**config.mk**
```make
export PLATFORM = sky130hd
export DESIGN_NAME = rpn_sequencer
export DESIGN_NICKNAME = d
export VERILOG_FILES = /design/src/rtl/rpn_sequencer.sv
export SDC_FILE = /design/constraint.sdc
export NUM_CORES = 1
export LEC_CHECK = 0
export CAP_MARGIN = 30
export CORE_MARGIN = 2
export CORE_UTILIZATION = 46
export DETAILED_ROUTE_END_ITERATION = 10
export PLACE_DENSITY = 0.85
export SLEW_MARGIN = 10
export SYNTH_ARGS = -nofsm -noshare
export SYNTH_HDL_FRONTEND = slang
export SYNTH_SLANG_ARGS = --single-unit
```
**constraint.sdc**
```tcl
create_clock -name clk -period 5.2 [get_ports clk]
set_input_delay 1.56 -clock clk [delete_from_list [all_inputs] [get_ports clk]]
set_output_delay 1.56 -clock clk [all_outputs]
set_load 0.02 [all_outputs]
```
**src/rtl/rpn_sequencer.sv**
```systemverilog
// Sequences a stack ALU from a stream of RPN tokens, tracking stack depth so that
// malformed expressions and overflows abort before the ALU sees a bad command.
module rpn_sequencer #(
  parameter int unsigned N     = 32,
  parameter int unsigned DEPTH = 16
) (
  input  logic         clk,
  input  logic         rst_n,
  input  logic         tok_valid,
  output logic         tok_ready,
  input  logic [1:0]   tok_kind,
  input  logic [N-1:0] tok_data,
  output logic [2:0]   alu_op,
  output logic [N-1:0] alu_din,
  input  logic [N-1:0] alu_tos,
  input  logic         alu_ovf,
  output logic         res_valid,
  output logic [N-1:0] res_data,
  input  logic         res_ready,
  output logic         err,
  output logic [1:0]   err_code
);

  localparam int unsigned CntW = $clog2(DEPTH + 1);
  localparam logic [CntW-1:0] CntFull = CntW'(DEPTH);
  localparam logic [CntW-1:0] CntOne  = CntW'(1);
  localparam logic [CntW-1:0] CntTwo  = CntW'(2);

  localparam logic [2:0] OpNop  = 3'b000;
  localparam logic [2:0] OpPush = 3'b001;
  localparam logic [2:0] OpPop  = 3'b010;
  localparam logic [2:0] OpClr  = 3'b011;
  localparam logic [2:0] OpAdd  = 3'b100;
  localparam logic [2:0] OpMul  = 3'b101;

  localparam logic [1:0] KindOperand = 2'b00;
  localparam logic [1:0] KindAdd     = 2'b01;
  localparam logic [1:0] KindMul     = 2'b10;

  localparam logic [1:0] ErrNone  = 2'b00;
  localparam logic [1:0] ErrUnder = 2'b01;
  localparam logic [1:0] ErrFull  = 2'b10;
  localparam logic [1:0] ErrOvf   = 2'b11;

  typedef enum logic [2:0] {StInit, StIdle, StWait, StResult, StErr} state_e;

  state_e          state_q, state_d;
  logic [CntW-1:0] cnt_q, cnt_d;
  logic            tok_ready_q, tok_ready_d;
  logic [2:0]      alu_op_q, alu_op_d;
  logic [N-1:0]    alu_din_q, alu_din_d;
  logic            res_valid_q, res_valid_d;
  logic [N-1:0]    res_data_q, res_data_d;
  logic            err_q, err_d;
  logic [1:0]      err_code_q, err_code_d;
  logic            tok_fire;

  always_comb begin
    state_d     = state_q;
    cnt_d       = cnt_q;
    alu_op_d    = OpNop;
    alu_din_d   = alu_din_q;
    res_valid_d = res_valid_q;
    res_data_d  = res_data_q;
    err_d       = err_q;
    err_code_d  = err_code_q;
    tok_fire    = tok_valid && tok_ready_q;

    unique case (state_q)
      StInit: begin
        alu_op_d = OpClr;
        cnt_d    = '0;
        state_d  = StIdle;
      end
      StIdle: begin
        if (tok_fire) begin
          case (tok_kind)
            KindOperand: begin
              if (cnt_q == CntFull) begin
                state_d    = StErr;
                err_d      = 1'b1;
                err_code_d = ErrFull;
              end else begin
                alu_op_d  = OpPush;
                alu_din_d = tok_data;
                cnt_d     = cnt_q + CntOne;
                state_d   = StWait;
              end
            end
            KindAdd, KindMul: begin
              if (cnt_q < CntTwo) begin
                state_d    = StErr;
                err_d      = 1'b1;
                err_code_d = ErrUnder;
              end else begin
                alu_op_d = (tok_kind == KindAdd) ? OpAdd : OpMul;
                cnt_d    = cnt_q - CntOne;
                state_d  = StWait;
              end
            end
            default: begin
              if (cnt_q != CntOne) begin
                state_d    = StErr;
                err_d      = 1'b1;
                err_code_d = ErrUnder;
              end else begin
                state_d     = StResult;
                res_valid_d = 1'b1;
                res_data_d  = alu_tos;
              end
            end
          endcase
        end
      end
      StWait: begin
        // The command issued from IDLE is still on alu_op here, so it tells us
        // whether alu_ovf refers to an arithmetic op.
        if ((alu_op_q == OpAdd || alu_op_q == OpMul) && alu_ovf) begin
          state_d    = StErr;
          err_d      = 1'b1;
          err_code_d = ErrOvf;
        end else begin
          state_d = StIdle;
        end
      end
      StResult: begin
        if (res_valid_q && res_ready) begin
          alu_op_d    = OpPop;
          cnt_d       = '0;
          res_valid_d = 1'b0;
          state_d     = StIdle;
        end
      end
      StErr: begin
        if (tok_fire && tok_kind == 2'b11) begin
          alu_op_d   = OpClr;
          cnt_d      = '0;
          err_d      = 1'b0;
          err_code_d = ErrNone;
          state_d    = StIdle;
        end
      end
      default: state_d = StInit;
    endcase

    tok_ready_d = (state_d == StIdle) || (state_d == StErr);
  end

  always_ff @(posedge clk or negedge rst_n) begin
    if (!rst_n) begin
      state_q     <= StInit;
      cnt_q       <= '0;
      tok_ready_q <= 1'b0;
      alu_op_q    <= OpNop;
      alu_din_q   <= '0;
      res_valid_q <= 1'b0;
      res_data_q  <= '0;
      err_q       <= 1'b0;
      err_code_q  <= ErrNone;
    end else begin
      state_q     <= state_d;
      cnt_q       <= cnt_d;
      tok_ready_q <= tok_ready_d;
      alu_op_q    <= alu_op_d;
      alu_din_q   <= alu_din_d;
      res_valid_q <= res_valid_d;
      res_data_q  <= res_data_d;
      err_q       <= err_d;
      err_code_q  <= err_code_d;
    end
  end

  assign tok_ready = tok_ready_q;
  assign alu_op    = alu_op_q;
  assign alu_din   = alu_din_q;
  assign res_valid = res_valid_q;
  assign res_data  = res_data_q;
  assign err       = err_q;
  assign err_code  = err_code_q;

endmodule

```
==> impl_metrics.py <==
metrics = {
    "cts": {
        "clk_pin_slew_ps": 80,
        "longest_clk_path_bufs": 2,
        "tritoncts": "done",
        "cts_sinks": 80,
        "cts_hold_buf": 0,
        "worst_skew_pair.late_latency_ps": 340,
        "cts.root.buffer_cell": "sky130_fd_sc_hd__clkbuf_8",
        "cts_repair_resize_count": 0,
        "cts_htree_levels": 3,
        "clock_buffers_created_by_tritoncts": 9,
        "postCtsSetupBuffers": 0,
    },
    "timing": {
        "timing.fmax_mhz": 266.0,
        "finalSetupViolations": 0,
        "final.min_clock_period_ps": 3760,
        "clock_skew_ps": 10.00,
        "final.period_utilization_pct": 72.31,
        "final-hold-violation-count": 0,
        "rsz_0062_raised_after_global_routing": "no",
        "timing_max_transition_violations_final": 0,
        "worst_slew_pin_slew_ps": 835.4,
        "setup_total_negative_slack_ps": 0,
        "max_slew_margin_pct": 44.24,
    },
    "route": {
        "via_per_inst": 5.210,
        "antenna_violating_nets_post_route": 0,
        "routed_wire_length_per_instance_um": 16.29,
        "finalWirelength_mm": 8.143,
        "drt_pre_antenna_iters": 4,
        "drtIter0Drc": 169,
        "dr_total_vias": 2605,
        "detail_route.drc_violations": 0,
    },
    "setup_path": {
        "crit_type": "primary input to flop",
        "cp.arrival_ps": 3990,
        "reg2reg_slack_ps": 2680,
        "critical_path_capture_point_type": "flop",
        "crit_path_max_fanout": 34,
        "critPathRequiredTime_ps": 5430,
        "timing.critical_path.from_type": "primary input",
    },
    "placement": {
        "dp_hpwl_mm": 5.977,
        "port_buffers": 142,
        "gp_routability_congestion": 0.9146,
    },
    "grt": {
        "grt_pass1_vias": 2735,
        "number_of_antenna_violations_at_the_first_check_in_global_routing": 0,
        "maximum_number_of_pins_on_one_net_before_global_route_repair": 55,
        "grt_pass1_wl_mm": 13.45,
        "grt_usage_pct": 20.33,
        "globalRouteOverflowTotal": 0,
    },
    "yosys": {
        "synth_largest_area_cell": "sky130_fd_sc_hd__dfrtp_1",
        "synth.avg_cell_area_um2": 13.78,
        "synth_cell_type_count": 47,
        "synthesis.instances": 255,
        "synth_commonest_cells": "sky130_fd_sc_hd__dfrtp_1, sky130_fd_sc_hd__mux2_2, sky130_fd_sc_hd__nand2_1",
        "synth.most_common_cell": "sky130_fd_sc_hd__dfrtp_1",
        "ys_warnings": 0,
        "synth_nets": 334,
        "dominantRegCellSynth": "sky130_fd_sc_hd__dfrtp_1",
        "yosysSeqAreaShare_pct": 56.98,
        "postSynth.asyncResetShare_pct": 100.0,
        "ys_seq_elements": 80,
        "share_of_yosys_cell_area_claimed_by_the_top_area_cell_type_pct": 56.98,
        "synthesis.area_mm2": 0.003513,
        "synth_edf_count": 0,
        "synth.top_cells.by_area": "sky130_fd_sc_hd__dfrtp_1, sky130_fd_sc_hd__mux2_2, sky130_fd_sc_hd__ha_1, sky130_fd_sc_hd__buf_6, sky130_fd_sc_hd__nand2_1",
    },
    "cells_and_area": {
        "final_net_count": 475,
        "antenna-diode-count": 0,
        "flow.area_growth_from_synthesis_pct": 48.29,
        "drive_above_1_share_pct": 22.94,
    },
    "outcome": {
        "status": "completed",
    },
    "power": {
        "report.power.total_mw": 3.132,
        "power_per_cell_area_mw_per_mm2": 601.1,
        "p_leak_nw": 2.288,
        "vdd_ir_drop_max_mv": 0.3083,
    },
    "floorplanning": {
        "top_level_i_o_count": 143,
        "design.die.area_mm2": 0.008353,
        "initial_utilization_pct": 47.93,
        "die-width_um": 91.40,
        "fp-row-count": 31,
        "height_of_the_die_um": 91.40,
        "floorplan_core_area_mm2": 0.007331,
    },
    "min_path": {
        "hp-class": "flop to flop",
    },
    "job": {
        "cap_viol_max_count": 0,
    },
}
[cell usage in the layout (no fill, tap or decap), types with 2 or more instances in the layout]
master and n:
sky130_fd_sc_hd__inv_1 7, sky130_fd_sc_hd__a31oi_1 2, sky130_fd_sc_hd__mux2_2 63, sky130_fd_sc_hd__nand2_1 11, sky130_fd_sc_hd__nand2b_1 2, sky130_fd_sc_hd__nor4_1 2, sky130_fd_sc_hd__nor2_1 8, sky130_fd_sc_hd__dfrtp_1 80
sky130_fd_sc_hd__a21boi_1 2, sky130_fd_sc_hd__a21oi_1 3, sky130_fd_sc_hd__o31ai_1 3, sky130_fd_sc_hd__xor2_1 4, sky130_fd_sc_hd__clkdlybuf4s50_1 141, sky130_fd_sc_hd__ha_1 8, sky130_fd_sc_hd__o32a_2 2, sky130_fd_sc_hd__o21ba_2 2
sky130_fd_sc_hd__clkbuf_8 11, sky130_fd_sc_hd__o21ai_0 7, sky130_fd_sc_hd__nand4_1 4, sky130_fd_sc_hd__nand3_1 6, sky130_fd_sc_hd__clkinv_4 2
[per-layer routing]
metal / vias to the layer above / wire, um / GRT usage (%)
met5: - / 0 / 0
met4: 0 / 212 / 8.712
met3: 19 / 669 / 6.556
met2: 104 / 4027 / 32.90
met1: 1282 / 3233 / 24.93
li1: 1200 / - / -
[registers in the layout, summed over array words and instances, names as in the netlist]
| register | cells |
|---|---|
| alu_op | 3 |
| err | 1 |
| res_valid | 1 |
| tok_ready | 1 |
| state_q | 3 |
| alu_din | 32 |
| res_data | 32 |
| cnt_q | 5 |
| err_code | 2 |
[cell type report]
class,count,area (um2)
inverter,7,26.28
multi-input combinational,155,1396
fill,529,2121
timing repair buffer,143,1446
clock buffer,11,151.4
clock inverter,5,63.81
sequential,80,2002
tap,99,123.9
[per-stage QoR]
step	util, %	area (um2)	worst slack [ps]	hold WS [ps]	std cells
after floorplan	-	3513	2082	529.1	255
after global placement	67.76	4967	1183	476.6	483
after detailed placement	68.13	4995	1090	485.3	484
after CTS	71.07	5210	1431	499.7	500
after global routing	71.07	5210	1218	526.7	500
final	71.07	5210	1440	497.0	500
[critical path, stage by stage]
cell and delay [ps]:
sky130_fd_sc_hd__clkdlybuf4s50_1 530, sky130_fd_sc_hd__ha_1 270, sky130_fd_sc_hd__nand2_1 80, sky130_fd_sc_hd__nor4_1 400, sky130_fd_sc_hd__nand2_2 590, sky130_fd_sc_hd__o311ai_0 340, sky130_fd_sc_hd__o21ba_2 220
[kinds of logic (layout without fill, tap and decap cells)]
kind of cell,Yosys count,after routing,share of synthesized area (%)
AOI/OAI and AO/OA,31,31,7.265
muxes,65,65,20.80
buffers and inverters,20,166,3.276
xor gates and xnor gates,4,4,0.9970
and+or+nand+nor,47,47,7.835
adders and majority gates,8,8,2.849
DFF,80,80,56.98
[where the power goes]
group          internal (mW)  total (mW)  switching (mW)  leakage [nW]
clock                  0.252       0.483           0.230         0.111
sequential             0.913        1.11           0.200          1.02
combinational          0.813        1.54           0.722          1.15
[worst paths after layout]
kind	from	end	cells after the start
worst max-delay path	tok_kind[0]	tok_ready	7
max in group asynchronous	rst_n	res_data[10]	2
worst min-delay path	err	err	1
worst min register to register	err	err	1
worst max register to register	cnt_q[1]	tok_ready	7
min in group asynchronous	rst_n	res_data[5]	1
Power figures use the tool's default switching activity.
